--- src/rtl/mipi_multilane_byte_aligner.sv ---
// rtl/mipi_multilane_byte_aligner.sv - multi-lane HS sync lock, deskew FIFOs and word-aligned output
module mipi_multilane_byte_aligner #(
    parameter int         LANES        = 4,
    parameter logic [7:0] SYNC_BYTE    = 8'hB8,
    parameter int         DESKEW_DEPTH = 4
) (
    input  logic               byte_clk,
    input  logic               sys_rst_n,
    input  logic               align_rst_n,
    input  logic [2:0]         lanes_active,
    input  logic [LANES*8-1:0] data_in,
    output logic [LANES-1:0]   lane_locked,
    output logic               data_out_valid,
    output logic               data_out_sop,
    output logic [LANES*8-1:0] data_out,
    output logic               deskew_err
);
    localparam int AW = $clog2(DESKEW_DEPTH);
    localparam int CW = $clog2(DESKEW_DEPTH + 1);
    localparam logic [CW-1:0] FULL_CNT = CW'(DESKEW_DEPTH);

    logic               align_rst_n_d;
    logic               clr;
    logic [2:0]         n_active;
    logic [LANES-1:0]   active;
    logic [LANES-1:0]   fifo_nempty;
    logic [LANES-1:0]   fifo_full;
    logic [LANES-1:0]   lane_push_req;
    logic [LANES*8-1:0] head_word;
    logic               pop;
    logic               overflow;
    logic               sop_done;

    assign clr = ~align_rst_n_d;

    always_comb begin
        if (lanes_active == 3'd0) begin
            n_active = 3'd1;
        end else if (lanes_active > 3'(LANES)) begin
            n_active = 3'(LANES);
        end else begin
            n_active = lanes_active;
        end
    end

    // Inactive lanes count as "ready" so they never hold off the pop.
    assign pop      = (&(fifo_nempty | ~active)) & ~deskew_err;
    assign overflow = (|(lane_push_req & fifo_full)) & ~pop;

    for (genvar g = 0; g < LANES; g++) begin : g_lane
        logic [7:0]    prev_q;
        logic [7:0]    cur_q;
        logic [7:0]    byte_q;
        logic [2:0]    off_q;
        logic [2:0]    hit_k;
        logic [2:0]    sel_k;
        logic          hit;
        logic          locked_q;
        logic          vld_q;
        logic          push;
        logic          pop_l;
        logic [15:0]   win;
        logic [7:0]    mem [DESKEW_DEPTH];
        logic [AW-1:0] wr_ptr;
        logic [AW-1:0] rd_ptr;
        logic [CW-1:0] cnt;

        assign win = {cur_q, prev_q};

        // Descending scan so the lowest matching offset is the one kept.
        always_comb begin
            hit   = 1'b0;
            hit_k = 3'd0;
            for (int k = 7; k >= 0; k--) begin
                if (win[k +: 8] == SYNC_BYTE) begin
                    hit   = 1'b1;
                    hit_k = 3'(k);
                end
            end
        end

        assign sel_k            = locked_q ? off_q : hit_k;
        assign active[g]        = (3'(g) < n_active);
        assign lane_push_req[g] = vld_q & active[g];
        assign fifo_nempty[g]   = (cnt != '0);
        assign fifo_full[g]     = (cnt == FULL_CNT);
        assign push             = lane_push_req[g] & (~fifo_full[g] | pop) & ~clr;
        assign pop_l            = pop & active[g];
        assign lane_locked[g]   = locked_q;
        assign head_word[8*g +: 8] = active[g] ? mem[rd_ptr] : 8'h00;

        always_ff @(posedge byte_clk or negedge sys_rst_n) begin
            if (!sys_rst_n) begin
                prev_q   <= 8'h00;
                cur_q    <= 8'h00;
                byte_q   <= 8'h00;
                off_q    <= 3'd0;
                locked_q <= 1'b0;
                vld_q    <= 1'b0;
                wr_ptr   <= '0;
                rd_ptr   <= '0;
                cnt      <= '0;
            end else if (clr) begin
                prev_q   <= 8'h00;
                cur_q    <= 8'h00;
                byte_q   <= 8'h00;
                off_q    <= 3'd0;
                locked_q <= 1'b0;
                vld_q    <= 1'b0;
                wr_ptr   <= '0;
                rd_ptr   <= '0;
                cnt      <= '0;
            end else begin
                prev_q <= cur_q;
                cur_q  <= data_in[8*g +: 8];
                if (!locked_q && hit) begin
                    locked_q <= 1'b1;
                    off_q    <= hit_k;
                end
                if (locked_q || hit) begin
                    byte_q <= win[sel_k +: 8];
                    vld_q  <= 1'b1;
                end
                if (push) begin
                    wr_ptr <= wr_ptr + AW'(1);
                end
                if (pop_l) begin
                    rd_ptr <= rd_ptr + AW'(1);
                end
                if (push && !pop_l) begin
                    cnt <= cnt + CW'(1);
                end else if (!push && pop_l) begin
                    cnt <= cnt - CW'(1);
                end
            end
        end

        always_ff @(posedge byte_clk) begin
            if (push) begin
                mem[wr_ptr] <= byte_q;
            end
        end
    end

    always_ff @(posedge byte_clk or negedge sys_rst_n) begin
        if (!sys_rst_n) begin
            align_rst_n_d  <= 1'b0;
            data_out_valid <= 1'b0;
            data_out_sop   <= 1'b0;
            data_out       <= '0;
            deskew_err     <= 1'b0;
            sop_done       <= 1'b0;
        end else begin
            align_rst_n_d <= align_rst_n;
            if (clr) begin
                data_out_valid <= 1'b0;
                data_out_sop   <= 1'b0;
                data_out       <= '0;
                deskew_err     <= 1'b0;
                sop_done       <= 1'b0;
            end else begin
                if (overflow) begin
                    deskew_err <= 1'b1;
                end
                if (pop) begin
                    data_out       <= head_word;
                    data_out_valid <= 1'b1;
                    data_out_sop   <= ~sop_done;
                    sop_done       <= 1'b1;
                end else begin
                    data_out_valid <= 1'b0;
                    data_out_sop   <= 1'b0;
                end
            end
        end
    end
endmodule

--- config.mk ---
export PLATFORM = sky130hd
export DESIGN_NAME = mipi_multilane_byte_aligner
export DESIGN_NICKNAME = d
export VERILOG_FILES = /design/src/rtl/mipi_multilane_byte_aligner.sv
export SDC_FILE = /design/constraint.sdc
export NUM_CORES = 1
export LEC_CHECK = 0
export CAP_MARGIN = 20
export CELL_PAD_IN_SITES_DETAIL_PLACEMENT = 0
export CELL_PAD_IN_SITES_GLOBAL_PLACEMENT = 1
export CORE_UTILIZATION = 54
export DETAILED_ROUTE_END_ITERATION = 10
export PLACE_DENSITY = 0.83
export SETUP_SLACK_MARGIN = 0.1
export SYNTH_ARGS = -nofsm -noshare
export SYNTH_HDL_FRONTEND = slang
export SYNTH_SLANG_ARGS = --single-unit
--- constraint.sdc ---
create_clock -name byte_clk -period 4.25 [get_ports byte_clk]
set_clock_uncertainty 0.05 [all_clocks]
set_input_delay 0.6375 -clock byte_clk [delete_from_list [all_inputs] [get_ports byte_clk]]
set_output_delay 0.6375 -clock byte_clk [all_outputs]
set_load 0.03 [all_outputs]
==> metrics.md, run 1 <==
| Metric | Value |
|---|---|
| Library cell occupying the most area in the post-synthesis netlist | sky130_fd_sc_hd__dfrtp_1 |
| Prevailing post-synth register cell | sky130_fd_sc_hd__dfrtp_1 |
| Total length of routed wires | 27.74 mm |
| GRT Max-Usage Layer | met2 |
| Top-count cell post-synth | sky130_fd_sc_hd__dfrtp_1 |
| Boundary Pins | 77 |
| Core region area | around 26000 µm² |
| Slowest cell on crit path | sky130_fd_sc_hd__clkdlybuf4s50_1 |
| Largest driver fanout on the critical path | 13 |
| Initial DRC count | about 620 |
| Clock tree from TritonCTS | built |
| Inserted Diodes | 0 |
| Total clock sinks | 309 |
| Setup Viol. Count Final | 0 |
| Origin of the critical flop-to-flop path | g_lane[3].prev_q[7]$_DFF_PN0_ |
| Average footprint of a synthesized cell | 13.26 µm² |
| Bufs and invs on worst path | 2 |
| Syn. warnings | 0 |
| Total half-perimeter wirelength after legalization and detailed placement | between 15 and 20 mm |
| Max-slew violation total from the final report | 0 |
| Met3 track demand over resource in global routing | 2.884% |
| Number of library cell types mapped by synthesis | 77 |
| Clock latency on the worst-skew pair | 500 ps |
| Gp weighted congestion | 0.7966 |
| Slew of the pin with the lowest slew margin | 1008 ps |
| Post-route DRC violation count | 6 |
| Count of hold buffers inserted by post-cts repair | 0 |
| Area of the die | 27480 µm² |
| Vias in the first global route | 9078 |
| Final worst-path cycle share | 72.23% |
| Power density relative to cell area | 377.6 nW/µm² |
| Setup repair after global routing missed its margin | no |
| Reg-to-reg endpoint | g_lane[3].byte_q[1]$_DFFE_PN0P_ |
| Max Cap Viol | 0 |
| Top post-synthesis cells by count | sky130_fd_sc_hd__dfrtp_1, sky130_fd_sc_hd__edfxtp_1, sky130_fd_sc_hd__mux2i_1 |
| Tot GR Track Use | a little over a fifth |
| Crit start category | primary input |
| Final Hold Violating Endpoints | 0 |
| Type of the worst min-delay path | in2async |
| Share of synthesized registers carrying an async set or reset | 58.58% |
| Area Growth Syn to Fin | 14.57% |
| Initial antenna violation count | 0 |
| Clock root buffer | sky130_fd_sc_hd__clkbuf_16 |
| Nets in the synthesized netlist | 1150 |
| Max rail drop VDD | 0.0002908 V |
| Worst Reg-to-Reg Cells | 6 |
| Routed WL per cell | 18.24 µm |
| Aggregate negative setup slack | 0 ps |
| Max_slew headroom | between 30 and 40% |
| First drt pass iteration count | 10 |
| Number of enable flip-flop cells after synthesis | around 130 |
| Arrival time of the worst setup path | 3450 ps |
| Post-CTS Resized | 0 |
| Crit. End Element | flip-flop |
| Horizontal extent of the die | around 170 µm |
| Starting utilization of the core area | 55.26% |
| Clock edge transition at the registers on the reported setup and hold paths | 60 ps |
| Post-synth design cell area | between 10000 and 15000 µm² |
| Min Tclk post-route | 3070 ps |
| Filler instances | roughly 2000 |
| H-tree levels | 2 |
| P_leak | 6.382 nW |
| Maximum buffer depth of the clock tree | 3 |
| Post-synthesis sequential area ratio | ~58% |
| Max Clock Freq | ~330 MHz |
| Cell breakdown of the critical path | clkdlybuf4s50_1, or2_1, buf_4, nand3b_1, and3_2, nand2_1, and3_1, fa_1, nor4b_1, a21oi_1, mux2i_1 |
| Wire length of the first global-routing pass | 46.99 mm |
| Number of cell rows | 59 |
| Final Util | between 60 and 70% |
| Status | finished, violations left |
| DIE HEIGHT | between 150 and 200 µm |
| Classification of the worst setup path | in2reg |
| Number of port buffers | 76 |
| Largest net degree at the start of global routing | 111 |
| Crit path max-delay family | simple AND/OR/NAND/NOR gates |
| Area fraction of the dominant cell type after synthesis | 31.27% |
| Met2 track demand over resource in global routing | a little over a third |
| Via total after detailed routing | around 9000 |
| Ratio of routed vias to standard cells | 5.887 |
| Overflow left after global routing | 0 |
| Met1 global-route usage | between 20% and 30% |
| Violated checks | design-rule violations |
| Count of state elements after synthesis | around 310 |
| Synth Instances | 1092 |
| R2R Setup Slk | 1320 ps |
| Required time of the critical path | 4630 ps |
| Share of cells above drive strength 1 | between 10% and 20% |
| Number of buffers inserted by post-CTS setup repair | 0 |
| Final total power | 6.265 mW |
| TritonCTS buffer count | 35 |
| Antenna viol nets, final | 0 |
| Delay of the slowest cell on the worst path | 490 ps |
| Number of nets in the layout | 1218 |
| Cell types with the largest area share after synthesis | sky130_fd_sc_hd__dfrtp_1, sky130_fd_sc_hd__edfxtp_1, sky130_fd_sc_hd__mux2i_1 |
sequential cells by signal, summed over array words and instances, names as in the netlist:
name,count
g_lane.locked_q,4
g_lane.prev_q,32
g_lane.rd_ptr,8
g_lane.cur_q,32
g_lane.byte_q,32
g_lane.wr_ptr,8
align_rst_n_d,1
g_lane.mem,128
data_out_valid,1
g_lane.cnt,12
data_out,32
sop_done,1
data_out_sop,1
g_lane.off_q,12
g_lane.vld_q,4
deskew_err,1
worst max-delay path by stage:
| stage | from | end | slack, ps | cells past startpoint |
|---|---|---|---|---|
| final | lanes_active[2] | g_lane[1].cnt[2]$_DFFE_PN0P_ | 1180 | 11 |
| after global routing | lanes_active[2] | g_lane[1].cnt[2]$_DFFE_PN0P_ | 980 | 11 |
| after CTS | lanes_active[2] | g_lane[1].cnt[2]$_DFFE_PN0P_ | 1220 | 11 |
| after detailed placement | lanes_active[2] | g_lane[1].cnt[2]$_DFFE_PN0P_ | 710 | 11 |
| after global placement | lanes_active[2] | g_lane[1].cnt[2]$_DFFE_PN0P_ | 800 | 11 |
| after floorplan | lanes_active[2] | g_lane[0].cnt[2]$_DFFE_PN0P_ | 1250 | 12 |
layout make-up:
| type | count | area, µm² | area share, % |
|---|---|---|---|
| sequential | 309 | 8374 | 50.47 |
| multi-input combinational | 701 | 5741 | 34.60 |
| clock buffer | 42 | 944.7 | 5.693 |
| timing repair buffer | 89 | 874.6 | 5.271 |
| tap | 335 | 419.2 | 2.526 |
| clock inverter | 21 | 148.9 | 0.8974 |
| inverter | 24 | 90.09 | 0.5429 |
stage by stage:
| step | area (µm²) | hold slack (ps) | setup WS, ps | instances |
|---|---|---|---|---|
| floorplan | 14480 | 291.9 | 1250 | 1092 |
| global placement | 15500 | 372.2 | 800.1 | 1458 |
| detailed placement | 15500 | 381.0 | 709.1 | 1458 |
| CTS | 16590 | 246.2 | 1219 | 1521 |
| global route | 16590 | 266.3 | 978.4 | 1521 |
| finish | 16590 | 193.2 | 1180 | 1521 |
power by group:
part | switching, mW | total [mW] | internal, mW
logic | 0.137 | 0.249 | 0.112
clock network | 1.13 | 2.83 | 1.70
registers | 0.0516 | 3.18 | 3.13
logic make-up after synthesis:
| kind of cell | Yosys count | synth area share [%] |
|---|---|---|
| adder cells (fa/ha/maj) | 20 | 1.935 |
| AO/OA/AOI/OAI | 173 | 9.374 |
| AND/OR/NAND/NOR | 359 | 15.05 |
| flip-flops | 309 | 57.81 |
| buffers and inverters | 82 | 2.644 |
| multiplexers | 134 | 12.28 |
| XOR/XNOR | 15 | 0.9072 |
per-layer routing:
metal	part of all wire, %	vias to the layer above
li1	-	4266
met1	45	4469
met2	50	175
met3	3.9	44
met4	1.8	0
met5	0	-
cell usage in the layout (no fill, tap or decap), types with 6 or more instances in the layout:
cell type	n
sky130_fd_sc_hd__a211oi_1	6
sky130_fd_sc_hd__a21oi_1	42
sky130_fd_sc_hd__a221o_1	14
sky130_fd_sc_hd__a222oi_1	10
sky130_fd_sc_hd__a22oi_1	6
sky130_fd_sc_hd__a311oi_1	6
sky130_fd_sc_hd__and2_1	72
sky130_fd_sc_hd__and3_1	21
sky130_fd_sc_hd__and4_1	7
sky130_fd_sc_hd__and4bb_2	21
sky130_fd_sc_hd__buf_4	12
sky130_fd_sc_hd__clkbuf_16	37
sky130_fd_sc_hd__clkdlybuf4s50_1	75
sky130_fd_sc_hd__clkinv_1	11
sky130_fd_sc_hd__clkinv_2	7
sky130_fd_sc_hd__dfrtp_1	180
sky130_fd_sc_hd__edfxtp_1	128
sky130_fd_sc_hd__ha_1	16
sky130_fd_sc_hd__inv_1	22
sky130_fd_sc_hd__mux2_2	27
sky130_fd_sc_hd__mux2i_1	73
sky130_fd_sc_hd__mux4_2	32
sky130_fd_sc_hd__nand2_1	63
sky130_fd_sc_hd__nand2b_1	10
sky130_fd_sc_hd__nand3_1	33
sky130_fd_sc_hd__nand4_1	7
sky130_fd_sc_hd__nand4b_1	6
sky130_fd_sc_hd__nor2_1	62
sky130_fd_sc_hd__nor2b_1	7
sky130_fd_sc_hd__nor3_1	12
sky130_fd_sc_hd__nor4bb_1	13
sky130_fd_sc_hd__o21ai_0	12
sky130_fd_sc_hd__o21ai_1	12
sky130_fd_sc_hd__o22ai_1	14
sky130_fd_sc_hd__xnor2_1	8
sky130_fd_sc_hd__xor2_1	7
(Power assumes the default switching activity.)
==> inputs of run 2 (changes only) <==
- CORE_UTILIZATION: 54 -> 50
- PLACE_DENSITY: 0.83 -> 0.78
- clock period: 4.25 -> 3.17 ns (I/O delays scaled with it)
==> metrics.md, run 2 (same netlist as run 1, synthesis figures left out) <==
| Metric | Value |
|---|---|
| Status | finished, violations left (unchanged) |
| Violated checks | negative hold slack (was design-rule violations) |
| Horizontal extent of the die | 172.2 µm (was 165.8 µm) |
| Ratio of routed vias to standard cells | 5.676 (was 5.887) |
| Power density relative to cell area | 510.6 nW/µm² (was 377.6 nW/µm²) |
| Combinational share of power | 4.1% (was 4.0%) |
| Max rail drop VDD | 0.0005781 V (was 0.0002908 V) |
| Post-route DRC violation count | 0 (was 6) |
| Area of the die | 29650 µm² (was 27480 µm²) |
| Stages on the worst setup path | 7 (was 11) |
| Power Internal | 6.809 mW (was 4.947 mW) |
| Tot GR Track Use | 19.88% (was 20.92%) |
| Wire length of the first global-routing pass | 46.84 mm (was 46.99 mm) |
| R2R Setup Slk | 510 ps (was 1320 ps) |
| Count of hold buffers inserted by post-cts repair | 0 (unchanged) |
| Number of nets in the layout | 1238 (was 1218) |
| Final Hold Violating Endpoints | 9 (was 0) |
| Post-CTS Resized | 0 (unchanged) |
| Clock edge transition at the registers on the reported setup and hold paths | 60 ps (about the same) |
| Cell area after layout | 16870 µm² (was 16590 µm²) |
| Largest net degree at the start of global routing | 98 (was 111) |
| Slowest cell on crit path | sky130_fd_sc_hd__a41oi_4 (was sky130_fd_sc_hd__clkdlybuf4s50_1) |
| Sequential share of power | 49.5% (was 50.8%) |
| Initial antenna violation count | 0 (unchanged) |
| Bufs and invs on worst path | 1 (was 2) |
| Reg-to-reg endpoint | g_lane[0].byte_q[2]$_DFFE_PN0P_ (was g_lane[3].byte_q[1]$_DFFE_PN0P_) |
| Max Cap Viol | 0 (unchanged) |
| Highest-count cells in the layout ignoring fill and taps | sky130_fd_sc_hd__dfrtp_1, sky130_fd_sc_hd__edfxtp_1, sky130_fd_sc_hd__clkdlybuf4s50_1, sky130_fd_sc_hd__mux2i_1, sky130_fd_sc_hd__and2_1 (unchanged) |
| Crit. End Element | flip-flop (unchanged) |
| Min Tclk post-route | 2662 ps |
| Inserted Diodes | 0 (unchanged) |
| Gp weighted congestion | 0.7946 (was 0.7966) |
| Slew of the pin with the lowest slew margin | 1039 ps (was 1008 ps) |
| First drt pass iteration count | 5 (was 10) |
| Area after detailed placement | 15720 µm² (was 15500 µm²) |
| Power share of the clock group | 46.4% (was 45.2%) |
| Total length of routed wires | 28.27 mm (was 27.74 mm) |
| Clock tree from TritonCTS | built (unchanged) |
| Post-layout instance count excluding filler cells | 1584 (was 1521) |
| Delay of the slowest cell on the worst path | 470 ps (was 490 ps) |
| Clock latency on the worst-skew pair | 500 ps (about the same) |
| Placed Cells | 1521 (was 1458) |
| Arrival time of the worst setup path | 2970 ps (was 3450 ps) |
| Worst setup path start | g_lane[0].prev_q[7]$_DFF_PN0_ (was lanes_active[2]) |
| Required time of the critical path | 3480 ps (was 4630 ps) |
| Overflow left after global routing | 0 (unchanged) |
| P_leak | 6.511 nW (was 6.382 nW) |
| Total half-perimeter wirelength after legalization and detailed placement | 19.41 mm (was 18.62 mm) |
| Core region area | 28160 µm² (was 26210 µm²) |
| Share of cells above drive strength 1 | 15.67% (was 14.17%) |
| GRT Max-Usage Layer | met2 (unchanged) |
| Number of cell rows | 61 (was 59) |
| Starting utilization of the core area | 51.42% (was 55.26%) |
| Antenna viol nets, final | 0 (unchanged) |
| Max Clock Freq | 375.6 MHz |
| Initial DRC count | 585 (was 615) |
| Largest driver fanout on the critical path | 10 (was 13) |
| Via total after detailed routing | 8991 (was 8954) |
| Setup Viol. Count Final | 0 (unchanged) |
| Number of buffers inserted by post-CTS setup repair | 0 (unchanged) |
| Worst Reg-to-Reg Cells | 7 (was 6) |
| Timing endpoint of the critical path | g_lane[0].byte_q[2]$_DFFE_PN0P_ (was g_lane[1].cnt[2]$_DFFE_PN0P_) |
| Number of port buffers | 76 (unchanged) |
| Crit path max-delay family | compound AO/OA/AOI/OAI gates (was simple AND/OR/NAND/NOR gates) |
| Max reg flops | 128 (unchanged) |
| Area Growth Syn to Fin | 16.48% (was 14.57%) |
| Max_slew headroom | 30.31% (was 32.41%) |
| Boundary Pins | 77 (unchanged) |
| Type of the worst min-delay path | in2async (unchanged) |
| Final worst-path cycle share | between 80 and 90% |
| Power spent charging and discharging nets | 1.803 mW (was 1.318 mW) |
| Net switching share of the total power | 20.94% (was 21.03%) |
| Maximum buffer depth of the clock tree | 3 (unchanged) |
| Aggregate negative setup slack | 0 ps (unchanged) |
| Met3 track demand over resource in global routing | 3.296% (was 2.884%) |
| Clock root buffer | sky130_fd_sc_hd__clkbuf_16 (unchanged) |
| Origin of the critical flop-to-flop path | g_lane[0].prev_q[7]$_DFF_PN0_ (was g_lane[3].prev_q[7]$_DFF_PN0_) |
| Largest Register | g_lane.mem (unchanged) |
| Vias in the first global route | 9158 (was 9078) |
| Commonest non-fill, non-tap cell in the layout | sky130_fd_sc_hd__dfrtp_1 (unchanged) |
| Setup repair after global routing missed its margin | no (unchanged) |
| Classification of the worst setup path | reg2reg (was in2reg) |
| Total clock sinks | 309 (unchanged) |
| TritonCTS buffer count | 35 (unchanged) |
| H-tree levels | 2 (unchanged) |
| Met1 global-route usage | 26.12% (was 28.47%) |
| Cell breakdown of the critical path | and4bb_1, nand4b_1, a41oi_4, buf_4, mux2_2, a222oi_1, o21ai_1 (was clkdlybuf4s50_1, or2_1, buf_4, nand3b_1, and3_2, nand2_1, and3_1, fa_1, nor4b_1, a21oi_1, mux2i_1) |
| Max-slew violation total from the final report | 0 (unchanged) |
| Crit start category | flip-flop (was primary input) |
| Final hold slack | -64.86 ps (was 193.2 ps) |
| Routed WL per cell | 17.85 µm (was 18.24 µm) |
| Met2 track demand over resource in global routing | 34.31% (was 35.46%) |
| DIE HEIGHT | 172.2 µm (was 165.8 µm) |
-- run 2: cell count changes in the layout (fill, tap and decap cells not counted) --
cell / change
sky130_fd_sc_hd__clkinvlp_4: -1
sky130_fd_sc_hd__clkinv_4: +3
sky130_fd_sc_hd__buf_4: +19
sky130_fd_sc_hd__clkinv_1: -4
sky130_fd_sc_hd__bufinv_16: +1
sky130_fd_sc_hd__buf_12: +1
sky130_fd_sc_hd__clkbuf_8: +1
sky130_fd_sc_hd__clkinv_2: -3
sky130_fd_sc_hd__clkbuf_16: +1
sky130_fd_sc_hd__clkbuf_1: +3
sky130_fd_sc_hd__inv_6: -1
-- run 2: metal layers --
layer,up-vias,wire (µm),part of all wire [%]
met1,4501,12420,44
met2,147,14200,50
li1,4302,-,-
met4,0,530,1.9
met3,41,1127,4.0
met5,-,0,0
-- run 2: power by group through the flow --
stage	clock, mW	sequential [mW]	combinational, mW
floorplan	0	4.32	0.200
global placement	0	4.34	0.350
detailed placement	0	4.34	0.354
CTS	4.10	4.26	0.356
global route	4.26	4.27	0.389
finish	4.00	4.26	0.349
-- run 2: worst min path at each step --
| stage | start | cells past startpoint | end |
|---|---|---|---|
| 6_report | sys_rst_n | 1 | g_lane[0].prev_q[0]$_DFF_PN0_ |
| 5_1_grt | sys_rst_n | 1 | g_lane[0].prev_q[0]$_DFF_PN0_ |
| 4_1_cts | sys_rst_n | 1 | g_lane[0].byte_q[7]$_DFFE_PN0P_ |
| 3_5_place_dp | sop_done$_DFFE_PN0P_ | 1 | data_out_sop$_DFF_PN0_ |
| 3_3_place_gp | sop_done$_DFFE_PN0P_ | 1 | data_out_sop$_DFF_PN0_ |
| 2_1_floorplan | sys_rst_n | 0 | align_rst_n_d$_DFF_PN0_ |
-- run 2: layout make-up --
| cell class | instances | area [µm²] |
|---|---|---|
| Tap cell | 378 | 473.0 |
| Timing Repair Buffer | 109 | 1037 |
| Clock inverter | 16 | 158.9 |
| Multi-Input combinational cell | 701 | 5741 |
| Clock buffer | 47 | 994.7 |
| Sequential cell | 309 | 8374 |
| Inverter | 24 | 90.09 |
| Fill cell | 2187 | 11290 |
-- run 2: through the flow --
stage                     utilization [%]  setup WS (ps)  power (mW)
after global placement              55.80          185.2       4.690
after detailed placement            55.80          99.27       4.695
final                               59.90          507.6       8.612
after CTS                           59.90          514.0       8.722
after global routing                59.90          314.0       8.918
after floorplan                         -          332.2       4.516
